### src/rtl/ui_pkg.sv
// Shared constants and types for the UI point capture / segment queue.
package ui_pkg;

    localparam int unsigned UI_X_W = 9;
    localparam int unsigned UI_Y_W = 8;
    localparam int unsigned UI_C_W = 3;

    typedef enum logic {
        MODE_SEG  = 1'b0,
        MODE_POLY = 1'b1
    } ui_mode_e;

endpackage

### src/rtl/ui_point_fifo.sv
// Point FIFO with a two-entry peek at head and head+1, pop-by-1 or pop-by-2.
// The caller guarantees it never pushes into a full FIFO without a same-cycle pop.
module ui_point_fifo #(
    parameter int unsigned W     = 20,
    parameter int unsigned DEPTH = 4,
    localparam int unsigned PW   = $clog2(DEPTH),
    localparam int unsigned CW   = $clog2(DEPTH + 1)
) (
    input  logic          clk,
    input  logic          rst_n,
    input  logic          flush,
    input  logic          push,
    input  logic [W-1:0]  wdata,
    input  logic          pop1,
    input  logic          pop2,
    output logic [W-1:0]  head0,
    output logic [W-1:0]  head1,
    output logic [CW-1:0] count,
    output logic          full,
    output logic          empty
);

    logic [W-1:0]  mem_q [DEPTH];
    logic [PW-1:0] rd_ptr_q;
    logic [PW-1:0] wr_ptr_q;
    logic [CW-1:0] count_q;
    logic [PW-1:0] rd_next;
    logic [CW-1:0] pop_n;

    always_comb begin
        pop_n = '0;
        if (pop2) begin
            pop_n = CW'(2);
        end else if (pop1) begin
            pop_n = CW'(1);
        end
    end

    // Power-of-two depth lets the pointers wrap by plain overflow.
    assign rd_next = rd_ptr_q + PW'(1);

    always_ff @(posedge clk or negedge rst_n) begin
        if (!rst_n) begin
            for (int i = 0; i < int'(DEPTH); i++) begin
                mem_q[i] <= '0;
            end
            rd_ptr_q <= '0;
            wr_ptr_q <= '0;
            count_q  <= '0;
        end else if (flush) begin
            rd_ptr_q <= '0;
            wr_ptr_q <= '0;
            count_q  <= '0;
        end else begin
            if (push) begin
                mem_q[wr_ptr_q] <= wdata;
                wr_ptr_q        <= wr_ptr_q + PW'(1);
            end
            rd_ptr_q <= rd_ptr_q + PW'(pop_n);
            count_q  <= count_q - pop_n + CW'(push);
        end
    end

    assign head0 = mem_q[rd_ptr_q];
    assign head1 = mem_q[rd_next];
    assign count = count_q;
    assign full  = (count_q == CW'(DEPTH));
    assign empty = (count_q == '0);

endmodule

### src/rtl/ui_point_queue.sv
// Stages x/y/colour from the switch bus, queues points and presents line
// segments (disjoint or polyline) to the line engine over valid/ready.
module ui_point_queue
    import ui_pkg::*;
#(
    parameter int unsigned X_W   = UI_X_W,
    parameter int unsigned Y_W   = UI_Y_W,
    parameter int unsigned C_W   = UI_C_W,
    parameter int unsigned DEPTH = 4,
    localparam int unsigned W    = X_W + Y_W + C_W,
    localparam int unsigned CW   = $clog2(DEPTH + 1)
) (
    input  logic           i_clk,
    input  logic           i_reset_n,
    input  logic [X_W-1:0] i_val,
    input  logic           i_setx,
    input  logic           i_sety,
    input  logic           i_setcol,
    input  logic           i_push,
    input  logic           i_flush,
    input  logic           i_mode,
    input  logic           i_ready,
    output logic [X_W-1:0] o_xin,
    output logic [Y_W-1:0] o_yin,
    output logic [C_W-1:0] o_cin,
    output logic           o_valid,
    output logic [X_W-1:0] o_x0,
    output logic [Y_W-1:0] o_y0,
    output logic [X_W-1:0] o_x1,
    output logic [Y_W-1:0] o_y1,
    output logic [C_W-1:0] o_color,
    output logic [CW-1:0]  o_count,
    output logic           o_full,
    output logic           o_empty,
    output logic           o_drop
);

    logic [X_W-1:0] x_q;
    logic [Y_W-1:0] y_q;
    logic [C_W-1:0] c_q;
    logic           drop_q;

    logic [W-1:0]   head0;
    logic [W-1:0]   head1;
    logic [CW-1:0]  count;
    logic           full;
    logic           empty;
    logic           valid;
    logic           pop;
    logic           pop1;
    logic           pop2;
    logic           push_ok;
    ui_mode_e       mode;

    always_ff @(posedge i_clk or negedge i_reset_n) begin
        if (!i_reset_n) begin
            x_q <= '0;
            y_q <= '0;
            c_q <= '0;
        end else begin
            if (i_setx) begin
                x_q <= i_val;
            end
            if (i_sety) begin
                y_q <= i_val[Y_W-1:0];
            end
            if (i_setcol) begin
                c_q <= i_val[C_W-1:0];
            end
        end
    end

    assign mode  = ui_mode_e'(i_mode);
    assign valid = (count >= CW'(2));
    assign pop   = valid & i_ready & ~i_flush;
    assign pop1  = pop & (mode == MODE_POLY);
    assign pop2  = pop & (mode == MODE_SEG);

    // A pop in the same cycle always frees at least one slot for the push.
    assign push_ok = i_push & ~i_flush & (~full | pop);

    always_ff @(posedge i_clk or negedge i_reset_n) begin
        if (!i_reset_n) begin
            drop_q <= 1'b0;
        end else begin
            drop_q <= i_push & ~i_flush & full & ~pop;
        end
    end

    ui_point_fifo #(
        .W     (W),
        .DEPTH (DEPTH)
    ) u_fifo (
        .clk   (i_clk),
        .rst_n (i_reset_n),
        .flush (i_flush),
        .push  (push_ok),
        .wdata ({x_q, y_q, c_q}),
        .pop1  (pop1),
        .pop2  (pop2),
        .head0 (head0),
        .head1 (head1),
        .count (count),
        .full  (full),
        .empty (empty)
    );

    // The start point's colour is not presented; only the end colour is.
    logic unused_head0_c;
    assign unused_head0_c = ^head0[C_W-1:0];

    assign o_xin   = x_q;
    assign o_yin   = y_q;
    assign o_cin   = c_q;
    assign o_valid = valid;
    assign o_x0    = head0[W-1 -: X_W];
    assign o_y0    = head0[C_W +: Y_W];
    assign o_x1    = head1[W-1 -: X_W];
    assign o_y1    = head1[C_W +: Y_W];
    assign o_color = head1[C_W-1:0];
    assign o_count = count;
    assign o_full  = full;
    assign o_empty = empty;
    assign o_drop  = drop_q;

endmodule

### config.mk
export PLATFORM = sky130hd
export DESIGN_NAME = ui_point_queue
export DESIGN_NICKNAME = d
export VERILOG_FILES = /design/src/rtl/ui_pkg.sv /design/src/rtl/ui_point_fifo.sv /design/src/rtl/ui_point_queue.sv
export SDC_FILE = /design/constraint.sdc
export NUM_CORES = 1
export LEC_CHECK = 0
export ABC_AREA = 0
export BUFFER_PORTS_ARGS = -buffer_cell sky130_fd_sc_hd__buf_2
export CAP_MARGIN = 20
export CORE_ASPECT_RATIO = 1.5
export CORE_UTILIZATION = 55
export DETAILED_ROUTE_END_ITERATION = 8
export PLACE_DENSITY = 0.76
export SYNTH_ARGS = -nofsm -noshare
export SYNTH_HDL_FRONTEND = slang
export SYNTH_SLANG_ARGS = --single-unit
export TNS_END_PERCENT = 20
### constraint.sdc
create_clock -name i_clk -period 2.8 [get_ports i_clk]
set_input_delay 0.56 -clock i_clk [delete_from_list [all_inputs] [get_ports i_clk]]
set_output_delay 0.56 -clock i_clk [all_outputs]
set_load 0.02 [all_outputs]
==> results of run 1 <==
==> cells by family (layout without fill, tap and decap cells) <==
| kind of cell | after synthesis | count (layout) | synth area share (%) |
|---|---|---|---|
| muxes | 139 | 139 | 41.5 |
| DFF | 108 | 108 | 49.2 |
| buffers and inverters | 26 | 115 | 3.30 |
| and+or+nand+nor | 22 | 22 | 3.03 |
| adders and majority gates | 9 | 9 | 2.19 |
| xor gates and xnor gates | 3 | 3 | 0.479 |
| AOI/OAI and AO/OA | 2 | 2 | 0.228 |
==> layout by cell type, fill, tap and decap left out, drive strengths merged, types with 2 or more instances in the layout <==
master,n
mux2,101
nor2b,2
ha,8
bufinv,3
nor2,5
nor3b,7
buf,92
dfrtp,108
nand2b,2
mux4,37
xor2,2
inv,8
clkbuf,10
==> flip-flops by register name, indices dropped and copies added, names as in the netlist <==
signal and flops:
o_yin 8, u_fifo.wr_ptr_q 2, o_drop 1, o_cin 3
u_fifo.rd_ptr_q 2, u_fifo.count 3, u_fifo.mem_q 80, o_xin 9
==> metrics by stage <==
stage / instances / hold WS (ns)
after floorplan: 309 / 0.264
after global placement: 497 / 0.489
after detailed placement: 497 / 0.495
after CTS: 513 / 0.202
after global routing: 513 / 0.236
final: 513 / 0.189
==> metal layers <==
metal / vias to the layer above / GRT usage (%) / part of all wire, % / wire length, um
met1: 1681 / 32.0 / 42 / 4720
li1: 1323 / - / - / -
met3: 10 / 3.91 / 4.1 / 461
met2: 94 / 38.3 / 53 / 5920
met4: 0 / 8.08 / 1.5 / 164
met5: - / 0 / 0 / 0
==> power by group <==
part           internal, mW  switching (mW)  leakage (nW)  total [mW]
combinational          1.55            1.10          1.40        2.64
sequential             2.17           0.539          1.33        2.71
clock                 0.877           0.574         0.163        1.45
==> final timing paths <==
check | to | slack (ns) | cells after the start
hold / removal | o_yin[2]$_DFFE_PN0P_ | 0.19 | 1
setup / recovery | o_y1[4] | 0.42 | 3
min in group i_clk | o_drop$_DFF_PN0_ | 0.44 | 2
setup reg to reg | u_fifo.count[1]$_DFF_PN0_ | 0.61 | 6
hold reg to reg | u_fifo.mem_q[0]$_DFFE_PN0P_ | 0.52 | 1
max in group asynchronous | u_fifo.mem_q[38]$_DFFE_PN0P_ | 1.88 | 2
==> synth_stat cells <==
cell | count | area (sq um)
dfrtp_1 | 108 | 2700
mux2_4 | 80 | 1200
mux4_2 | 37 | 833
mux2_2 | 21 | 236
buf_6 | 9 | 101
ha_1 | 8 | 100
inv_1 | 7 | 26.3
nor2_1 | 5 | 18.8
buf_2 | 4 | 20.0
nor3b_2 | 4 | 50.1
buf_4 | 3 | 22.5
nor3b_1 | 3 | 22.5
clkbuf_1 | 2 | 7.51
nand2b_1 | 2 | 12.5
nor2b_1 | 2 | 12.5
xor2_1 | 2 | 17.5
a21oi_1 | 1 | 5.00
buf_1 | 1 | 3.75
fa_1 | 1 | 20.0
mux2i_1 | 1 | 10.0
nand2_1 | 1 | 3.75
nand3_1 | 1 | 5.00
nor3_1 | 1 | 5.00
nor4b_4 | 1 | 23.8
o21a_1 | 1 | 7.51
or2_2 | 1 | 6.26
or3_1 | 1 | 6.26
xnor2_1 | 1 | 8.76
==> layout make-up <==
cell class,instances,area [sq um]
clock buffer,10,229
sequential,108,2700
timing repair buffer,92,515
tap,115,144
clock inverter,6,111
fill,699,3330
inverter,7,26.3
multi-input combinational,175,2630
==> critical path, delay by kind of cell (launching register included) <==
family / cells / cell delay, ns
flops: 1 / 0.36
buf+inv: 2 / 0.53
mux: 1 / 0.57
==> results.rst, run 1 <==
.. list-table::
   :header-rows: 1

   * - Metric
     - Value
   * - Critical path class
     - reg2out
   * - Fin util
     - 65.7%
   * - Sum of net half-perimeters after detailed placement
     - 7460 um
   * - Register clock-pin slew on the reported worst setup and hold paths
     - 0.07 ns
   * - Remaining number of nets flagged by the antenna check after routing
     - 0
   * - Largest driver fanout on the critical path
     - 20
   * - Share of layout cells above drive strength 1
     - 63.3%
   * - Unrepaired setup endpoints after global routing
     - no
   * - Area inside the core boundary
     - 9690 sq um
   * - Run status
     - complete, no violations
   * - Placed Instance Area
     - 6020 sq um
   * - Leak Pwr
     - 2.89 nW
   * - Wire length per cell
     - 22.0 um
   * - Count of hold buffers inserted by post-cts repair
     - 0
   * - Max-cap violation count
     - 0
   * - Average size of a mapped cell
     - 17.8 sq um
   * - Pre-CTS setup slack
     - 0.410 ns
   * - Count of boundary I/O pins
     - 82
   * - Setup Total Neg Slack
     - 0 ns
   * - Gr ovfl total
     - 0
   * - Global-route total usage across every layer
     - 23.4%
   * - Number of nets at the end of the flow
     - 420
   * - Setup Viol. Count Final
     - 0
   * - Sequential cell area fraction in the yosys report
     - 49.2%
   * - Routed via count divided by cell count
     - 6.06
   * - Total of cells resized after clock tree synthesis
     - 0
   * - Highest cell delay on the worst timing path
     - 0.57 ns
   * - CP Capture Type
     - output pin
   * - Port-buffer cells
     - 81
   * - First-pass GRT wire length
     - 18,600 um
   * - DRC violation total after the first TritonRoute iteration
     - 154
   * - Slack of the critical path
     - 0.418 ns
   * - X dimension of the die
     - 83.6 um
   * - Fin Clk Skew
     - 0.00775 ns
   * - Peak supply drop
     - 0.642 mV
   * - Post-synthesis register bit count
     - 108
   * - Initial Utilization
     - 56.7%
   * - Antenna fix cells
     - 0
   * - Number of distinct library cells after synthesis
     - 28
   * - Max-Slew Margin vs Limit
     - 57.6%
   * - Number of buffers added by the clock tree synthesis step
     - 9
   * - Power per standard cell area
     - 1070 nW/um^2
   * - Share of the clock period used by the worst path
     - 85.1%
   * - Clock Sinks
     - 108
   * - Root buf cell
     - clkbuf_16
   * - Final RePlAce weighted congestion
     - 0.737
   * - Pin count of the biggest net entering global routing
     - 71
   * - Maximum buffer depth of the clock tree
     - 2
   * - Minimum clock period
     - 2.38 ns
   * - Critical path arrival
     - 1.82 ns
   * - Worst Path Required
     - 2.24 ns
   * - Worst-path cell chain
     - buf_4 > mux4_2 > buf_2
   * - Die area
     - 10,400 sq um
   * - Synthesized instance count
     - 309
   * - Vias after detailed routing
     - 3,108
   * - Number of global-route vias before repair
     - 3,276
   * - Worst setup path startpoint
     - u_fifo.rd_ptr_q[1]$_DFF_PN0_
   * - Die Ht
     - 124 um
   * - CTS tree
     - done
   * - Post-synthesis to final-layout area growth
     - 15.9%
   * - Final instance area
     - 6360 sq um
   * - Number of antenna violations at the first check in global routing
     - 0
   * - Highest clock frequency the design can meet
     - 420 MHz
   * - Buffers inserted by post-CTS timing repair
     - 0
   * - RR Startpoint
     - u_fifo.count[1]$_DFF_PN0_
   * - Max-slew violations
     - 0
   * - Yosys warns
     - 0
   * - First-pass iteration count of the detailed router
     - 4
   * - Kind of start point of the critical path
     - register
   * - Insertion delay to the later sink of the worst-skew pair
     - 0.35 ns
   * - Total Wirelength
     - 11,300 um
   * - Slowest CP cell
     - mux4_2
   * - Post-synth net total
     - 336
   * - Number of rows in the core area
     - 44
   * - Number of hold-slack violations in the final timing report
     - 0
   * - Min-delay worst type
     - in2async
   * - Final Power
     - 6.81 mW
   * - Synthesized area
     - 5490 sq um
   * - Remaining routing DRC violations
     - 0
   * - Number of H-tree branching levels
     - 3
   * - Transition time at the pin with the least slew margin
     - 0.634 ns
(Power assumes the default switching activity.)
==> inputs of run 2 (changes only) <==
--- a/config.mk
+++ b/config.mk
@@ -12,6 +12,8 @@
 export CORE_UTILIZATION = 55
 export DETAILED_ROUTE_END_ITERATION = 8
 export PLACE_DENSITY = 0.76
+export REMOVE_ABC_BUFFERS = 1
+export SKIP_CTS_REPAIR_TIMING = 1
 export SYNTH_ARGS = -nofsm -noshare
 export SYNTH_HDL_FRONTEND = slang
 export SYNTH_SLANG_ARGS = --single-unit
==> run 2 against run 1 <==
- fmax is 5.3% lower
- critical path depth stayed put
- combinational power hardly changed
- first-iteration DRC count is 6.5% lower
- count of clock-buffer cells in the layout is 3 higher
- critical path type unchanged
- highest routed layer unchanged
==> results.rst, run 2 (synthesis results as in run 1) <==
.. list-table::
   :header-rows: 1

   * - Metric
     - Value
   * - X dimension of the die
     - 83.6 um (unchanged)
   * - Largest driver fanout on the critical path
     - 13 (-35%)
   * - Remaining routing DRC violations
     - 0 (unchanged)
   * - Post-synthesis to final-layout area growth
     - 15.4%
   * - Number of hold-slack violations in the final timing report
     - 0 (unchanged)
   * - First-pass iteration count of the detailed router
     - 4 (unchanged)
   * - Maximum buffer depth of the clock tree
     - 2 (unchanged)
   * - Kind of start point of the critical path
     - register
   * - Sum of net half-perimeters after detailed placement
     - 7070 um (-5.3%)
   * - Number of H-tree branching levels
     - 3 (unchanged)
   * - Number of buffers added by the clock tree synthesis step
     - 9 (unchanged)
   * - Storage element area
     - 2710 sq um (about the same)
   * - Highest clock frequency the design can meet
     - 398 MHz (-5.3%)
   * - Filler instances
     - 704 (+0.72%)
   * - Final RePlAce weighted congestion
     - 0.748 (+1.5%)
   * - Peak supply drop
     - 0.558 mV (-13%)
   * - Worst Path Required
     - 2.24 ns (about the same)
   * - DRC violation total after the first TritonRoute iteration
     - 144 (-6.5%)
   * - Critical path arrival
     - 1.96 ns (+0.14 ns)
   * - Highest-count cells in the layout ignoring fill and taps
     - dfrtp_1, mux2_4, buf_2
   * - Share of the clock period used by the worst path
     - 89.8% (+4.8 points)
   * - Die Ht
     - 124 um (unchanged)
   * - Run status
     - complete, no violations
   * - Insertion delay to the later sink of the worst-skew pair
     - 0.34 ns (about the same)
   * - Reg2Reg Setup Slack
     - 0.58 ns (-0.03 ns)
   * - Most common cell after layout, fill and taps aside
     - dfrtp_1
   * - Gr ovfl total
     - 0 (unchanged)
   * - Unrepaired setup endpoints after global routing
     - no
   * - Max-cap violation count
     - 0 (unchanged)
   * - Share of layout cells above drive strength 1
     - 63.2% (-0.092 points)
   * - Remaining number of nets flagged by the antenna check after routing
     - 0 (unchanged)
   * - RR Startpoint
     - u_fifo.count[1]$_DFF_PN0_
   * - Number of rows in the core area
     - 44 (unchanged)
   * - Minimum clock period
     - 2.52 ns (+0.134 ns)
   * - Slowest CP cell
     - dfrtp_2
   * - Routed via count divided by cell count
     - 5.88 (-2.9%)
   * - Power per standard cell area
     - 1030 nW/um^2 (-3.4%)
   * - CTS tree
     - done
   * - Total Wirelength
     - 10,800 um (-3.7%)
   * - Reg2reg path depth
     - 6 (unchanged)
   * - Post-route worst hold slack
     - 0.170 ns (-0.0194 ns)
   * - Setup Viol. Count Final
     - 0 (unchanged)
   * - First-pass GRT wire length
     - 18,000 um (-3.2%)
   * - Area inside the core boundary
     - 9690 sq um (unchanged)
   * - Setup Total Neg Slack
     - 0 ns (unchanged)
   * - Max FFs per register
     - 80 (unchanged)
   * - Number of global-route vias before repair
     - 3,214 (-1.9%)
   * - Largest register by flop count
     - u_fifo.mem_q
   * - Highest cell delay on the worst timing path
     - 0.67 ns (+0.10 ns)
   * - Max-slew violations
     - 0 (unchanged)
   * - Max-Slew Margin vs Limit
     - 57.2% (-0.31 points)
   * - Die area
     - 10,400 sq um (unchanged)
   * - Reg-to-reg critical path endpoint
     - u_fifo.count[1]$_DFF_PN0_
   * - Number of antenna violations at the first check in global routing
     - 0 (unchanged)
   * - Multi-input logic area
     - 2630 sq um (unchanged)
   * - Leak Pwr
     - 2.87 nW (-0.93%)
   * - Fin Clk Skew
     - 0.00530 ns (-0.00245 ns)
   * - Count of boundary I/O pins
     - 82 (unchanged)
   * - Worst-path cell chain
     - buf_12 > mux4_2 > buf_2
   * - Vias after detailed routing
     - 3,012 (-3.1%)
   * - Pin count of the biggest net entering global routing
     - 59 (-17%)
   * - CP Capture Type
     - output pin
   * - Initial Utilization
     - 56.7% (unchanged)
   * - Register clock-pin slew on the reported worst setup and hold paths
     - 0.07 ns (about the same)
   * - Clock Sinks
     - 108 (unchanged)
   * - Number of nets at the end of the flow
     - 419 (-0.24%)
   * - Root buf cell
     - clkbuf_16
   * - Wire length per cell
     - 21.2 um (-3.6%)
   * - Antenna fix cells
     - 0 (unchanged)
   * - Critical path class
     - reg2out
   * - Min-delay worst type
     - in2async
   * - Global-route total usage across every layer
     - 22.7% (-0.77 points)
   * - Transition time at the pin with the least slew margin
     - 0.639 ns (+0.00461 ns)
   * - Port-buffer cells
     - 81 (unchanged)
run 2: cell count changes in the layout (fill, tap and decap cells not counted):
cell / previous run / this run
clkbuf_1: 1 / 2
clkbuf_8: 0 / 2
dfrtp_2: 1 / 2
dfrtp_1: 107 / 106
bufinv_16: 3 / 0
clkinv_4: 0 / 1
buf_12: 2 / 5
inv_6: 1 / 0
buf_4: 10 / 6
run 2: worst max-delay path, delay by kind of cell, from the launching register on:
kind     cells  cell delay (ns)
mux          1             0.53
buf+inv      2             0.41
flops        1             0.67
run 2: worst max path at each step:
stage                     cells after the start                         to                    startpoint  slack (ns)
final                                         3                 o_color[2]  u_fifo.rd_ptr_q[1]$_DFF_PN0_        0.28
after CTS                                     3                 o_color[2]  u_fifo.rd_ptr_q[1]$_DFF_PN0_        0.23
after global placement                        8  u_fifo.count[2]$_DFF_PN0_                       i_flush        0.47
after detailed placement                      8  u_fifo.count[2]$_DFF_PN0_                       i_flush        0.41
after floorplan                               1                 o_color[0]  u_fifo.rd_ptr_q[1]$_DFF_PN0_       -0.03
after global routing                          3                    o_y1[1]  u_fifo.rd_ptr_q[1]$_DFF_PN0_        0.19
run 2: layout make-up:
| class | instances | share of cell area (%) |
|---|---|---|
| clock buffers | 13 | 4.11 |
| repair buffers | 91 | 8.61 |
| well taps | 115 | 2.27 |
| flip-flops and latches | 108 | 42.7 |
| multi-input cells | 175 | 41.5 |
| clock inverters | 3 | 0.336 |
| inverters | 7 | 0.415 |
run 2: routing by layer:
| metal | global-route usage, % | share of wire, % | vias to the layer above | wire length (um) |
|---|---|---|---|---|
| li1 | - | - | 1316 | - |
| met1 | 30.1 | 42 | 1620 | 4590 |
| met2 | 37.2 | 52 | 63 | 5640 |
| met3 | 4.57 | 4.0 | 13 | 429 |
| met4 | 8.08 | 1.7 | 0 | 182 |
| met5 | 0 | 0 | - | 0 |
run 2: power by group:
| group | internal, mW | switching (mW) |
|---|---|---|
| sequential | 2.17 | 0.535 |
| combinational | 1.56 | 1.08 |
| clock | 0.653 | 0.548 |
run 2: metrics by stage:
step	power [mW]	setup slack, ns	instances	instance area, sq um	util, %
finish	6.55	0.285	512	6330	65.4
global route	6.89	0.186	512	6330	65.4
CTS	6.59	0.227	512	6330	65.4
detailed placement	5.36	0.408	496	6050	62.5
global placement	5.26	0.470	496	6050	62.5
floorplan	4.58	-0.0251	290	5340	-
==> inputs of run 3 (changes only) <==
==> constraint.sdc (replaced) <==
create_clock -name i_clk -period 2.8 [get_ports i_clk]
set_input_delay 0.56 -clock i_clk [delete_from_list [all_inputs] [get_ports i_clk]]
set_output_delay 0.56 -clock i_clk [all_outputs]
set_load 0.01 [all_outputs]
==> run 3 against run 2 <==
- worst hold slack improved by 0.079 ns
- clock power increased by 11%
- combinational power down 12%
- die area did not move
- clock skew rose by 0.0023 ns
- final area rose by 0.41%
- count of clock-buffer cells in the layout down 2
- global-route usage grew 0.055 points
- critical endpoint is now o_x1[2]
==> results.rst, run 3 (synthesis results as in run 1) <==
.. list-table::
   :header-rows: 1

   * - Metric
     - Value
   * - Min-delay worst type
     - in2async
   * - Wire length per cell
     - 21.2 um (about the same)
   * - Largest register by flop count
     - u_fifo.mem_q
   * - Share of power burned in combinational logic
     - 36.5% (-3.8 points)
   * - Run status
     - complete, no violations
   * - Kind of start point of the critical path
     - register
   * - Switching portion of total power
     - 29.4% (-3.7 points)
   * - Critical path class
     - reg2out
   * - Number of buffers added by the clock tree synthesis step
     - 9 (unchanged)
   * - Number of nets at the end of the flow
     - 419 (unchanged)
   * - Total Wirelength
     - 10,800 um (-0.14%)
   * - Pre-CTS setup slack
     - 0.405 ns (-0.00234 ns)
   * - Reg-to-reg critical path endpoint
     - u_fifo.count[1]$_DFF_PN0_
   * - Reg2Reg Setup Slack
     - 0.53 ns (-0.05 ns)
   * - Sum of net half-perimeters after detailed placement
     - 7190 um (+1.6%)
   * - Reg2reg path depth
     - 6 (unchanged)
   * - Max-slew violations
     - 0 (unchanged)
   * - Peak supply drop
     - 0.557 mV (-0.14%)
   * - Power spent charging and discharging nets
     - 1.87 mW (-13%)
   * - Minimum clock period
     - 2.50 ns (-0.0175 ns)
   * - Post-synthesis to final-layout area growth
     - 15.8%
   * - CTS tree
     - done
   * - Worst Path Required
     - 2.24 ns (about the same)
   * - Maximum buffer depth of the clock tree
     - 2 (unchanged)
   * - Gr ovfl total
     - 0 (unchanged)
   * - First-pass iteration count of the detailed router
     - 4 (unchanged)
   * - Root buf cell
     - clkbuf_16
   * - Met1 capacity usage during global routing
     - 30.3% (+0.22 points)
   * - Count of boundary I/O pins
     - 82 (unchanged)
   * - Transition time at the pin with the least slew margin
     - 0.695 ns (+0.0566 ns)
   * - Fin Clk Skew
     - 0.00757 ns (+0.00226 ns)
   * - Peak-usage layer in the global routing report
     - met2
   * - Routed via count divided by cell count
     - 5.92 (+0.63%)
   * - Register clock-pin slew on the reported worst setup and hold paths
     - 0.07 ns (about the same)
   * - Filler instances
     - 692 (-1.7%)
   * - Vias after detailed routing
     - 3,025 (+0.43%)
   * - First-pass GRT wire length
     - 18,000 um (+0.19%)
   * - Global-route total usage across every layer
     - 22.7% (+0.055 points)
   * - Part of the power in the clock network
     - 20.9% (+2.6 points)
   * - Max FFs per register
     - 80 (unchanged)
   * - Most common cell after layout, fill and taps aside
     - dfrtp_1
   * - Remaining number of nets flagged by the antenna check after routing
     - 0 (unchanged)
   * - Largest driver fanout on the critical path
     - 14 (+1)
   * - Number of antenna violations at the first check in global routing
     - 0 (unchanged)
   * - Die Ht
     - 124 um (unchanged)
   * - X dimension of the die
     - 83.6 um (unchanged)
   * - Final RePlAce weighted congestion
     - 0.721 (-3.6%)
   * - Critical path arrival
     - 1.94 ns (-0.02 ns)
   * - Port-buffer cells
     - 81 (unchanged)
   * - Antenna fix cells
     - 0 (unchanged)
   * - Unrepaired setup endpoints after global routing
     - no
   * - Highest-count cells in the layout ignoring fill and taps
     - dfrtp_1, mux2_4, buf_2
   * - Die area
     - 10,400 sq um (unchanged)
   * - Pin count of the biggest net entering global routing
     - 54 (-8.5%)
   * - Power per standard cell area
     - 1000 nW/um^2 (-3.0%)
   * - Max-Slew Margin vs Limit
     - 53.7% (-3.6 points)
   * - Initial Utilization
     - 56.7% (unchanged)
   * - DRC violation total after the first TritonRoute iteration
     - 99 (-31%)
   * - Internal power consumption
     - 4.51 mW (+2.8%)
   * - Met2 track utilization from global routing
     - 36.3% (-0.86 points)
   * - Share of the clock period used by the worst path
     - 89.2% (-0.63 points)
   * - Area inside the core boundary
     - 9690 sq um (unchanged)
   * - Share of layout cells above drive strength 1
     - 63.1% (-0.093 points)
   * - Number of hold-slack violations in the final timing report
     - 0 (unchanged)
   * - Max-cap violation count
     - 0 (unchanged)
   * - RR Startpoint
     - u_fifo.count[1]$_DFF_PN0_
   * - Slack of the critical path
     - 0.302 ns (+0.0175 ns)
   * - Highest clock frequency the design can meet
     - 400 MHz (+0.70%)
   * - Setup Total Neg Slack
     - 0 ns (unchanged)
   * - Remaining routing DRC violations
     - 0 (unchanged)
   * - Clock Sinks
     - 108 (unchanged)
   * - Sequential cell fraction of total power
     - 42.7% (+1.3 points)
   * - Number of rows in the core area
     - 44 (unchanged)
   * - Leak Pwr
     - 2.87 nW (+0.27%)
   * - Global routing met3 resource utilization
     - 5.70% (+1.1 points)
   * - Insertion delay to the later sink of the worst-skew pair
     - 0.35 ns (about the same)
   * - Number of H-tree branching levels
     - 3 (unchanged)
   * - Setup Viol. Count Final
     - 0 (unchanged)
   * - CP Capture Type
     - output pin
   * - Number of global-route vias before repair
     - 3,279 (+2.0%)
==> run 3: cell types whose count changed in the layout (fill, tap and decap cells not counted), sizes merged <==
cell | previous run | this run
bufinv | 0 | 2
clkbuf | 13 | 11
clkinv | 2 | 0
clkinvlp | 1 | 2
==> run 3: cell type report <==
| class | instances | area (sq um) | area share (%) |
|---|---|---|---|
| sequential | 108 | 2710 | 42.5 |
| clock inverter | 4 | 75.1 | 1.18 |
| inverter | 7 | 26.3 | 0.413 |
| multi-input combinational | 175 | 2630 | 41.4 |
| tap | 115 | 144 | 2.26 |
| timing repair buffer | 91 | 546 | 8.58 |
| clock buffer | 11 | 233 | 3.66 |
==> run 3: worst max-delay path by stage <==
stage / startpoint / endpoint / slack [ns] / cells past startpoint
global route: u_fifo.rd_ptr_q[1]$_DFF_PN0_ / o_y0[1] / 0.20 / 3
finish: u_fifo.rd_ptr_q[1]$_DFF_PN0_ / o_x1[2] / 0.30 / 3
CTS: u_fifo.rd_ptr_q[1]$_DFF_PN0_ / o_y0[1] / 0.27 / 3
global placement: i_flush / u_fifo.count[2]$_DFF_PN0_ / 0.48 / 8
floorplan: u_fifo.rd_ptr_q[1]$_DFF_PN0_ / o_color[0] / 0.01 / 1
detailed placement: i_flush / u_fifo.count[2]$_DFF_PN0_ / 0.41 / 8
==> run 3: through the flow <==
step	utilization, %	hold slack [ns]	power (mW)	cell area, sq um	std cells
finish	65.6	0.249	6.38	6360	511
global route	65.6	0.310	6.73	6360	511
CTS	65.6	0.277	6.43	6360	511
global placement	62.5	0.490	4.97	6050	496
floorplan	-	0.264	4.28	5340	290
detailed placement	62.5	0.491	5.07	6050	496
==> run 3: critical path: stages, from the launching register on <==
cell and delay, ns:
dfrtp_2 0.66, buf_12 0.23, mux4_2 0.53, buf_2 0.16
==> run 3: power groups by stage <==
stage	registers (mW)	logic, mW	clock network, mW
floorplan	2.57	1.70	0
global placement	2.68	2.29	0
detailed placement	2.73	2.34	0
CTS	2.72	2.35	1.36
global route	2.81	2.51	1.41
finish	2.72	2.32	1.33
==> run 3: metal layers <==
layer  wire (um)  share of wire (%)
met5           0                  0
met2        5590                 52
met3         404                3.7
met1        4630                 43
met4         202                1.9
